File: src/rtl/adc_clk_divider_bank.sv
// Multi-channel divided-clock and strobe generator for the ADC timing path.
// Qualifies the PLL lock and then runs per-channel phase-aligned dividers.
module adc_clk_divider_bank #(
  parameter int unsigned NUM_CH      = 2,
  parameter int unsigned DIV_W       = 16,
  parameter int unsigned LOCK_CYCLES = 1024,
  parameter int unsigned DEFAULT_DIV = 10
) (
  input  logic                    i_refclk,
  input  logic                    i_rst,
  input  logic                    i_pll_locked,
  input  logic [NUM_CH*DIV_W-1:0] i_cfg_div,
  input  logic [NUM_CH*DIV_W-1:0] i_cfg_phase,
  input  logic                    i_cfg_load,
  input  logic [NUM_CH-1:0]       i_ch_en,
  output logic                    o_ready,
  output logic [NUM_CH-1:0]       o_clk_div,
  output logic [NUM_CH-1:0]       o_strobe,
  output logic                    o_lock_lost,
  output logic                    o_cfg_err
);

  localparam int unsigned QW = (LOCK_CYCLES > 2) ? $clog2(LOCK_CYCLES) : 1;
  // Qualify edge that sees the last of LOCK_CYCLES consecutive high samples
  localparam logic [QW-1:0] QualLast = QW'(LOCK_CYCLES - 2);

  typedef enum logic [1:0] {StWaitLock, StQualify, StRun} state_e;

  state_e                        r_state, w_state_d;
  logic [QW-1:0]                 r_qual, w_qual_d;
  logic                          r_lk_meta, r_lk_s;
  logic [NUM_CH-1:0][DIV_W-1:0]  r_div, r_phase, r_cnt, w_cnt_d;
  logic [NUM_CH-1:0][DIV_W-1:0]  w_cfg_div, w_cfg_phase, w_phase_nxt;
  logic [NUM_CH-1:0]             w_ch_ok, w_clk_d, w_stb_d;
  logic                          w_valid, w_accept, w_restart, w_advance;

  assign w_cfg_div   = i_cfg_div;
  assign w_cfg_phase = i_cfg_phase;

  // Two-flop synchroniser for the asynchronous PLL lock
  always_ff @(posedge i_refclk or negedge i_rst) begin
    if (!i_rst) begin
      r_lk_meta <= 1'b0;
      r_lk_s    <= 1'b0;
    end else begin
      r_lk_meta <= i_pll_locked;
      r_lk_s    <= r_lk_meta;
    end
  end

  // Lock supervision: next state and qualification count
  always_comb begin
    w_state_d = r_state;
    w_qual_d  = r_qual;
    unique case (r_state)
      StWaitLock: begin
        if (r_lk_s) begin
          w_state_d = StQualify;
          w_qual_d  = '0;
        end
      end
      StQualify: begin
        if (!r_lk_s) begin
          w_state_d = StWaitLock;
        end else if (r_qual == QualLast) begin
          w_state_d = StRun;
        end else begin
          w_qual_d = r_qual + QW'(1);
        end
      end
      StRun: begin
        if (!r_lk_s) w_state_d = StWaitLock;
      end
      default: w_state_d = StWaitLock;
    endcase
  end

  // FSM state register
  always_ff @(posedge i_refclk or negedge i_rst) begin
    if (!i_rst) begin
      r_state <= StWaitLock;
      r_qual  <= '0;
    end else begin
      r_state <= w_state_d;
      r_qual  <= w_qual_d;
    end
  end

  // Config validation, restart decision and per-channel next counter/outputs
  always_comb begin
    w_ch_ok     = '0;
    w_phase_nxt = r_phase;
    w_cnt_d     = r_cnt;
    w_clk_d     = '0;
    w_stb_d     = '0;
    for (int unsigned i = 0; i < NUM_CH; i++) begin
      w_ch_ok[i] = (w_cfg_div[i] >= DIV_W'(2)) && (w_cfg_phase[i] < w_cfg_div[i]);
    end
    w_valid   = &w_ch_ok;
    w_accept  = i_cfg_load && w_valid;
    w_advance = (r_state == StRun) && (w_state_d == StRun);
    w_restart = (w_state_d == StRun) && ((r_state != StRun) || w_accept);
    for (int unsigned i = 0; i < NUM_CH; i++) begin
      if (w_accept) w_phase_nxt[i] = w_cfg_phase[i];
      if (w_restart) begin
        w_cnt_d[i] = w_phase_nxt[i];
      end else if (w_advance) begin
        w_cnt_d[i] = (r_cnt[i] == r_div[i] - DIV_W'(1)) ? '0 : r_cnt[i] + DIV_W'(1);
      end
      // Outputs follow the counter value held during the current cycle
      w_stb_d[i] = w_advance && i_ch_en[i] && (r_cnt[i] == r_div[i] - DIV_W'(1));
      w_clk_d[i] = w_advance && i_ch_en[i] && (r_cnt[i] < (r_div[i] >> 1));
    end
  end

  // Shadow configuration and sticky status flags
  always_ff @(posedge i_refclk or negedge i_rst) begin
    if (!i_rst) begin
      for (int unsigned i = 0; i < NUM_CH; i++) begin
        r_div[i]   <= DIV_W'(DEFAULT_DIV);
        r_phase[i] <= '0;
      end
      o_cfg_err   <= 1'b0;
      o_lock_lost <= 1'b0;
    end else begin
      if (i_cfg_load) o_cfg_err <= !w_valid;
      if (w_accept) begin
        r_div   <= w_cfg_div;
        r_phase <= w_cfg_phase;
      end
      if ((r_state == StRun) && (w_state_d != StRun)) o_lock_lost <= 1'b1;
    end
  end

  // Channel counters and registered outputs
  always_ff @(posedge i_refclk or negedge i_rst) begin
    if (!i_rst) begin
      r_cnt     <= '0;
      o_ready   <= 1'b0;
      o_clk_div <= '0;
      o_strobe  <= '0;
    end else begin
      r_cnt     <= w_cnt_d;
      o_ready   <= (w_state_d == StRun);
      o_clk_div <= w_clk_d;
      o_strobe  <= w_stb_d;
    end
  end

endmodule

File: config.mk
export PLATFORM = sky130hd
export DESIGN_NAME = adc_clk_divider_bank
export DESIGN_NICKNAME = d
export VERILOG_FILES = /design/src/rtl/adc_clk_divider_bank.sv
export SDC_FILE = /design/constraint.sdc
export NUM_CORES = 1
export LEC_CHECK = 0
export ABC_AREA = 1
export BUFFER_PORTS_ARGS = -buffer_cell sky130_fd_sc_hd__buf_2
export CORE_AREA = 4 4 141 130
export CTS_CLUSTER_DIAMETER = 40
export DETAILED_ROUTE_END_ITERATION = 12
export DIE_AREA = 0 0 145 134
export PLACE_DENSITY = 0.7
export SYNTH_ARGS = -nofsm -noshare
export SYNTH_HDL_FRONTEND = slang
export SYNTH_SLANG_ARGS = --single-unit
export TNS_END_PERCENT = 1
File: constraint.sdc
create_clock -name i_refclk -period 3 [get_ports i_refclk]
set_input_delay 0 -clock i_refclk [delete_from_list [all_inputs] [get_ports i_refclk]]
set_output_delay 0 -clock i_refclk [all_outputs]
set_load 0.03 [all_outputs]
==> results.toml, run 1 <==
[status]
run_status = "finished, final reports clean"

[sta]
slew_headroom_pct = 50.1
slew_viol_final = 0
fmax_ghz = 0.366
fin_crit_sh_pct = 91.2
skew_ns = 0.00946
min_period_ns = 2.74
rsz0062_at_grt = "no"
hold_viol = 0
fin_ws_ns = 0.265
final.setup.tns_ns = 0
final-setup-viol-count = 0
tightest_slew_ns = 0.747

[floorplanning]
ios = 77
die_area_sq_um = 19400
core_area_sq_um = 16700
die_y_um = 134
fp-row-count = 45
initial_core_util_pct = 51.7
die_x_um = 145

[setup_path]
setup.worst_path.start_class = "input pin"
critPathRequiredTime_ns = 3.35
r2r_cells = 11
reg2reg_to = "r_cnt[10]"
crit_start = "i_cfg_div[27]"
r2r-start = "r_div[0]"
cp_cell_sequence = "dlygate4sd3_1, buf_2, inv_1, ha_1, nand2_1, inv_1, nand3_1, nor3_1, nand2_1, nand3_4, nand2_2, nor2_4, nand2_1, nand2_1, nand2_1, nand2_1"
arrival_ns = 3.09
path_max_fanout = 31
cp_common_cell = "nand2_1"
reg2reg_slack_ns = 0.56
critPathMaxStageDelay_ns = 0.59
worstSetupPathType = "in -> reg"
crit_path_end_kind = "flop"
endpoint = "r_cnt[30]"
slowest_stage = "nor2_4"

[clocking]
clkSinkCount = 117
cts_tree = "yes"
clk_pin_slew_ns = 0.06
clockBufferDepth = 2
cts_inserted_buffers = 17
cts_htree_levels = 4
clock_latency_ns = 0.42
cts-resized-gates = 0
clockRootBuffer = "clkbuf_16"
cts_setup_buffers = 0

[final_layout]
area_growth_pct = 21.8
drive_gt1_share_pct = 10.8
final_common_cell = "nand2_1"
utilization_pct = 63.0
fillCellCount = 1490
nets = 1526
layout_common_cells = "373 x nand2_1, 196 x inv_1, 113 x dfrtp_1, 106 x nor2_1, 93 x nand3_1"
antennaDiodeCount = 0

[logic_synthesis]
synth_edf_count = 0
ys_dominant_reg_cell = "dfrtp_1"
yosys_warnings = 0
synth_nets = 1380
yosysUniqueCellTypes = 48
ys_async_sr_fraction_pct = 100
ys_seq_area_share_pct = 33.9
ys_ff_latch = 117
synthCells = 1246
yosys-top-cells-area = "dfrtp_1 33%, nand2_1 16%, ha_1 9.3%, inv_1 8.5%, nand3_1 5.4%"
synth_top_area_cell = "dfrtp_1"
synth_area_sq_um = 8640
synth_top_area_share_pct = 32.7
syn_area_per_cell_sq_um = 6.94

[drt]
drt-total-wl_um = 23900
routed_via_density = 5.18
first_pass_iters = 5
wl_met3_um = 1570
initialDrtViolationCount = 703
top_layer = "met4"
drc = 0
ant_nets = 0
drt-met1-wl_um = 11700
wl_met2_um = 10200
wl_per_cell_um = 14.8
num_vias = 8367

[pwr]
leakage_nw = 5.60
fin_total_pwr_mw = 5.80
power.density_nw_per_um2 = 551
ir_worst_vdd_uv = 386

[grt]
grt_pass1_vias = 8059
grt_max_degree = 105
antenna_found_initial = 0
gr-total-overflow = 0
gr-usage-all-layers_pct = 25.3
grt_pass1_wl_um = 40100

[worst_hold_path]
hp-class = "in -> async"

[placed_design]
gp_congestion = 0.935
dp_hpwl_um = 17800
pre_cts_slack_ns = 0.456
port_buffers = 76

[flow_run]
max_cap_viol_count = 0
## cell usage after synthesis, types with 2 or more instances
master    number
nand2_1      373
inv_1        196
dfrtp_1      113
nor2_1       106
nand3_1       93
ha_1          64
o21ai_0       57
xor2_1        41
a21oi_1       27
nor3_1        23
o21ai_1       22
nand4_1       20
buf_2         14
nand3b_1      12
xnor2_1       11
clkbuf_1       6
inv_2          6
clkbuf_2       4
dfstp_2        4
nor2_2         4
nor2_4         4
nor3_2         4
nor4_1         4
a21o_1         3
nand2_2        3
nand3_2        3
o211ai_1       3
o21a_1         3
buf_4          2
buf_6          2
nor3b_1        2
## cell type report
class | instances | area [sq um] | share of cell area (%)
multi-input cells | 898 | 4800 | 45.6
flip-flops and latches | 117 | 2930 | 27.9
inverters | 203 | 762 | 7.24
well taps | 211 | 264 | 2.51
repair buffers | 155 | 1170 | 11.1
clock buffers | 18 | 439 | 4.17
clock inverters | 14 | 154 | 1.46
## stage by stage
stage	hold WS, ns	cells	area, sq um
finish	0.120	1616	10500
global route	0.190	1616	10500
CTS	0.151	1616	10500
detailed placement	0.0371	1515	9250
global placement	0.0340	1515	9250
floorplan	-0.296	1246	8640
## how the worst min path moves through the flow
stage,endpoint
6_report,r_qual[3]
5_1_grt,o_clk_div[0]
4_1_cts,r_qual[3]
3_5_place_dp,o_clk_div[0]
3_3_place_gp,r_qual[3]
2_1_floorplan,o_cfg_err
## worst max-delay path: cells and delay by family
| kind | cells | cell delay [ns] |
|---|---|---|
| fa+ha+maj | 1 | 0.31 |
| buf+inv | 4 | 0.74 |
| simple gates | 11 | 2.00 |
## flip-flops by register name, indices dropped and copies added, names as in the netlist
signal       cells
o_clk_div        2
o_ready          1
r_div           32
r_cnt           32
r_qual          10
r_lk_s           1
r_phase         32
o_cfg_err        1
o_lock_lost      1
r_state          2
r_lk_meta        1
o_strobe         2
## metal layers
| layer | track usage [%] | up-vias |
|---|---|---|
| met4 | 6.86 | 0 |
| li1 | - | 4246 |
| met2 | 38.3 | 251 |
| met5 | 0 | - |
| met1 | 37.3 | 3838 |
| met3 | 4.86 | 32 |
## power breakdown
group / total (mW) / internal (mW) / leakage (nW) / switching, mW
combinational: 1.72 / 0.649 / 3.95 / 1.07
sequential: 2.05 / 1.83 / 1.37 / 0.219
clock: 2.03 / 1.25 / 0.283 / 0.780
## cell families (layout without fill, tap and decap cells)
kind of cell	count (synthesis)	after routing	share of synthesized area (%)
AOI/OAI and AO/OA	124	124	7.83
xor gates and xnor gates	52	52	5.27
adders and majority gates	64	64	9.27
buffers and inverters	231	390	10.6
DFF	117	117	33.9
and+or+nand+nor	658	658	33.1
## repair_timing
action | in CTS | in global routing
hold buffers | 69 | 0
hold endpoints to repair | 115 | 0
setup endpoints to repair | 0 | 0
No activity file was read; power rests on OpenSTA's default activity.
==> run 2: changes to the inputs <==
- SETUP_SLACK_MARGIN: unset -> 0.4
==> run 2 against run 1 <==
Global-route usage fell by 0.051 points. Largest power group unchanged. Clock skew grew 0.0056 ns. Cell count up 0.37%. Design area up 0.96%. Sequential cell count did not move. Count of clock-buffer cells in the layout is the same. Power is 0.42% higher. Critical path depth down 3.
==> results.toml, run 2 (synthesis results as in run 1) <==
[setup_path]
cp.depth = 13
crit_path_end_kind = "flop"
critPathMaxStageDelay_ns = 0.54
path_max_fanout = 15
cp_common_cell = "nand3_1"
setup.worst_path.start_class = "input pin"
arrival_ns = 2.90
worst-path-buf-inv = 3
critPathRequiredTime_ns = 3.35
r2r_cells = 11
worstSetupPathType = "in -> reg"
slowest_stage = "dlygate4sd3_1"
cp_cell_sequence = "dlygate4sd3_1, buf_2, ha_1, nand2_1, inv_1, nand3_1, nor3_1, nand2_1, nand3_4, nand2_2, nor2_4, nand3_1, nand3_1"
critical-path-top-delay-family = "simple AND/OR/NAND/NOR gates"

[drt]
num_vias = 8406
wl_per_cell_um = 15.1
initialDrtViolationCount = 697
routed_via_density = 5.18
drt-total-wl_um = 24500
first_pass_iters = 6
ant_nets = 0
drc = 0

[final_layout]
drive_gt1_share_pct = 11.2
largestRegisters = "r_cnt: 32 flops, r_div: 32 flops, r_phase: 32 flops"
layout_common_cells = "373 x nand2_1, 196 x inv_1, 113 x dfrtp_1, 106 x nor2_1, 93 x nand3_1"
area_growth_pct = 23.0
final_common_cell = "nand2_1"
antennaDiodeCount = 0
nets = 1532

[clocking]
cts_inserted_buffers = 17
cts_tree = "yes"
clk_pin_slew_ns = 0.06
cts_htree_levels = 4
clkSinkCount = 117
clock_latency_ns = 0.43
clockRootBuffer = "clkbuf_16"
clockBufferDepth = 2

[sta]
final-setup-viol-count = 0
tightest_slew_ns = 0.582
fin_crit_sh_pct = 84.7
min_period_ns = 2.54
slew_headroom_pct = 61.2
rsz0062_at_grt = "yes"
skew_ns = 0.0151
fmax_ghz = 0.393
hold_viol = 0
final.setup.tns_ns = 0
slew_viol_final = 0

[pwr]
power.density_nw_per_um2 = 548
p_sw_mw = 2.08
leakage_nw = 5.64
p_int_mw = 3.74
power_frac_clock_pct = 34.9
fin_total_pwr_mw = 5.83
p_sw_share_pct = 35.8
ir_worst_vdd_uv = 385
p_seq_share_pct = 35.3
comb_power_share_pct = 29.9

[flow_run]
max_cap_viol_count = 0

[floorplanning]
fp-row-count = 45
ios = 77
core_area_sq_um = 16700
die_y_um = 134
die_area_sq_um = 19400
die_x_um = 145
initial_core_util_pct = 51.7

[grt]
gr-total-overflow = 0
antenna_found_initial = 0
grt_pass1_vias = 8064
grt_pass1_wl_um = 40000
grt_max_degree = 105
gr-usage-all-layers_pct = 25.3

[placed_design]
port_buffers = 76
dp_hpwl_um = 17800
gp_congestion = 0.935

[status]
run_status = "finished, final reports clean"

[worst_hold_path]
hp-class = "in -> async"
==> run 2: changes by cell type in the layout (fill, tap and decap cells not counted), sizes merged <==
cell / previous run / this run
buf: 86 / 89
nor2: 114 / 115
clkbuf: 18 / 19
nand3: 97 / 98
==> run 2: layout make-up <==
class | count | area, sq um
Fill cell | 1473 | 6090
Timing Repair Buffer | 159 | 1240
Clock inverter | 14 | 154
Multi-Input combinational cell | 900 | 4840
Clock buffer | 18 | 439
Tap cell | 211 | 264
Inverter | 203 | 762
Sequential cell | 117 | 2930
==> run 2: per-layer routing <==
metal / vias to the layer above / GRT usage (%) / share of wire (%)
met5: - / 0 / 0
met4: 0 / 7.07 / 1.5
met3: 27 / 4.97 / 7.2
li1: 4264 / - / -
met1: 3847 / 37.3 / 49
met2: 268 / 38.0 / 43
==> run 2: final timing paths <==
kind / start / to / slack [ns]
max: i_cfg_phase[26] / r_cnt[10] / 0.46
min: i_rst / r_qual[3] / 0.12
min in group i_refclk: i_pll_locked / r_lk_meta / 0.25
min reg2reg: r_lk_meta / r_lk_s / 0.35
max in group asynchronous: i_rst / r_div[3] / 2.04
max reg2reg: r_div[0] / r_cnt[10] / 0.56
==> run 2: stage by stage <==
stage	hold slack, ns	cell area [sq um]	worst slack, ns	utilization (%)	instances
after global routing	0.190	10600	0.317	63.6	1622
after CTS	0.151	10500	0.421	63.0	1616
after floorplan	-0.296	8640	1.09	-	1246
after global placement	0.0340	9250	0.471	55.3	1515
final	0.123	10600	0.458	63.6	1622
after detailed placement	0.0371	9250	0.456	55.3	1515
==> run 2: what timing repair did <==
item	4_1_cts	5_1_grt
hold buffers	69	0
endpoints found under the hold margin	115	0
resized for setup	0	7
setup endpoints to repair	0	36
setup buffers	0	3
==> run 2: power by group through the flow <==
stage / clock, mW / sequential (mW) / combinational, mW
CTS: 2.05 / 2.05 / 1.71
detailed placement: 0 / 2.07 / 1.62
floorplan: 0 / 2.00 / 1.22
global placement: 0 / 2.07 / 1.58
global route: 2.12 / 2.08 / 2.01
finish: 2.03 / 2.05 / 1.74
==> run 2: worst reg2reg max path: stages, from the launching register on <==
cell     delay [ns]
dfrtp_1        0.38
inv_1          0.14
ha_1           0.24
nand3_2        0.13
nor2_1         0.26
nand2_1        0.09
nand2_1        0.09
nand2_1        0.06
a31oi_1        0.24
nand4_1        0.41
nand3_1        0.19
nand3_1        0.09
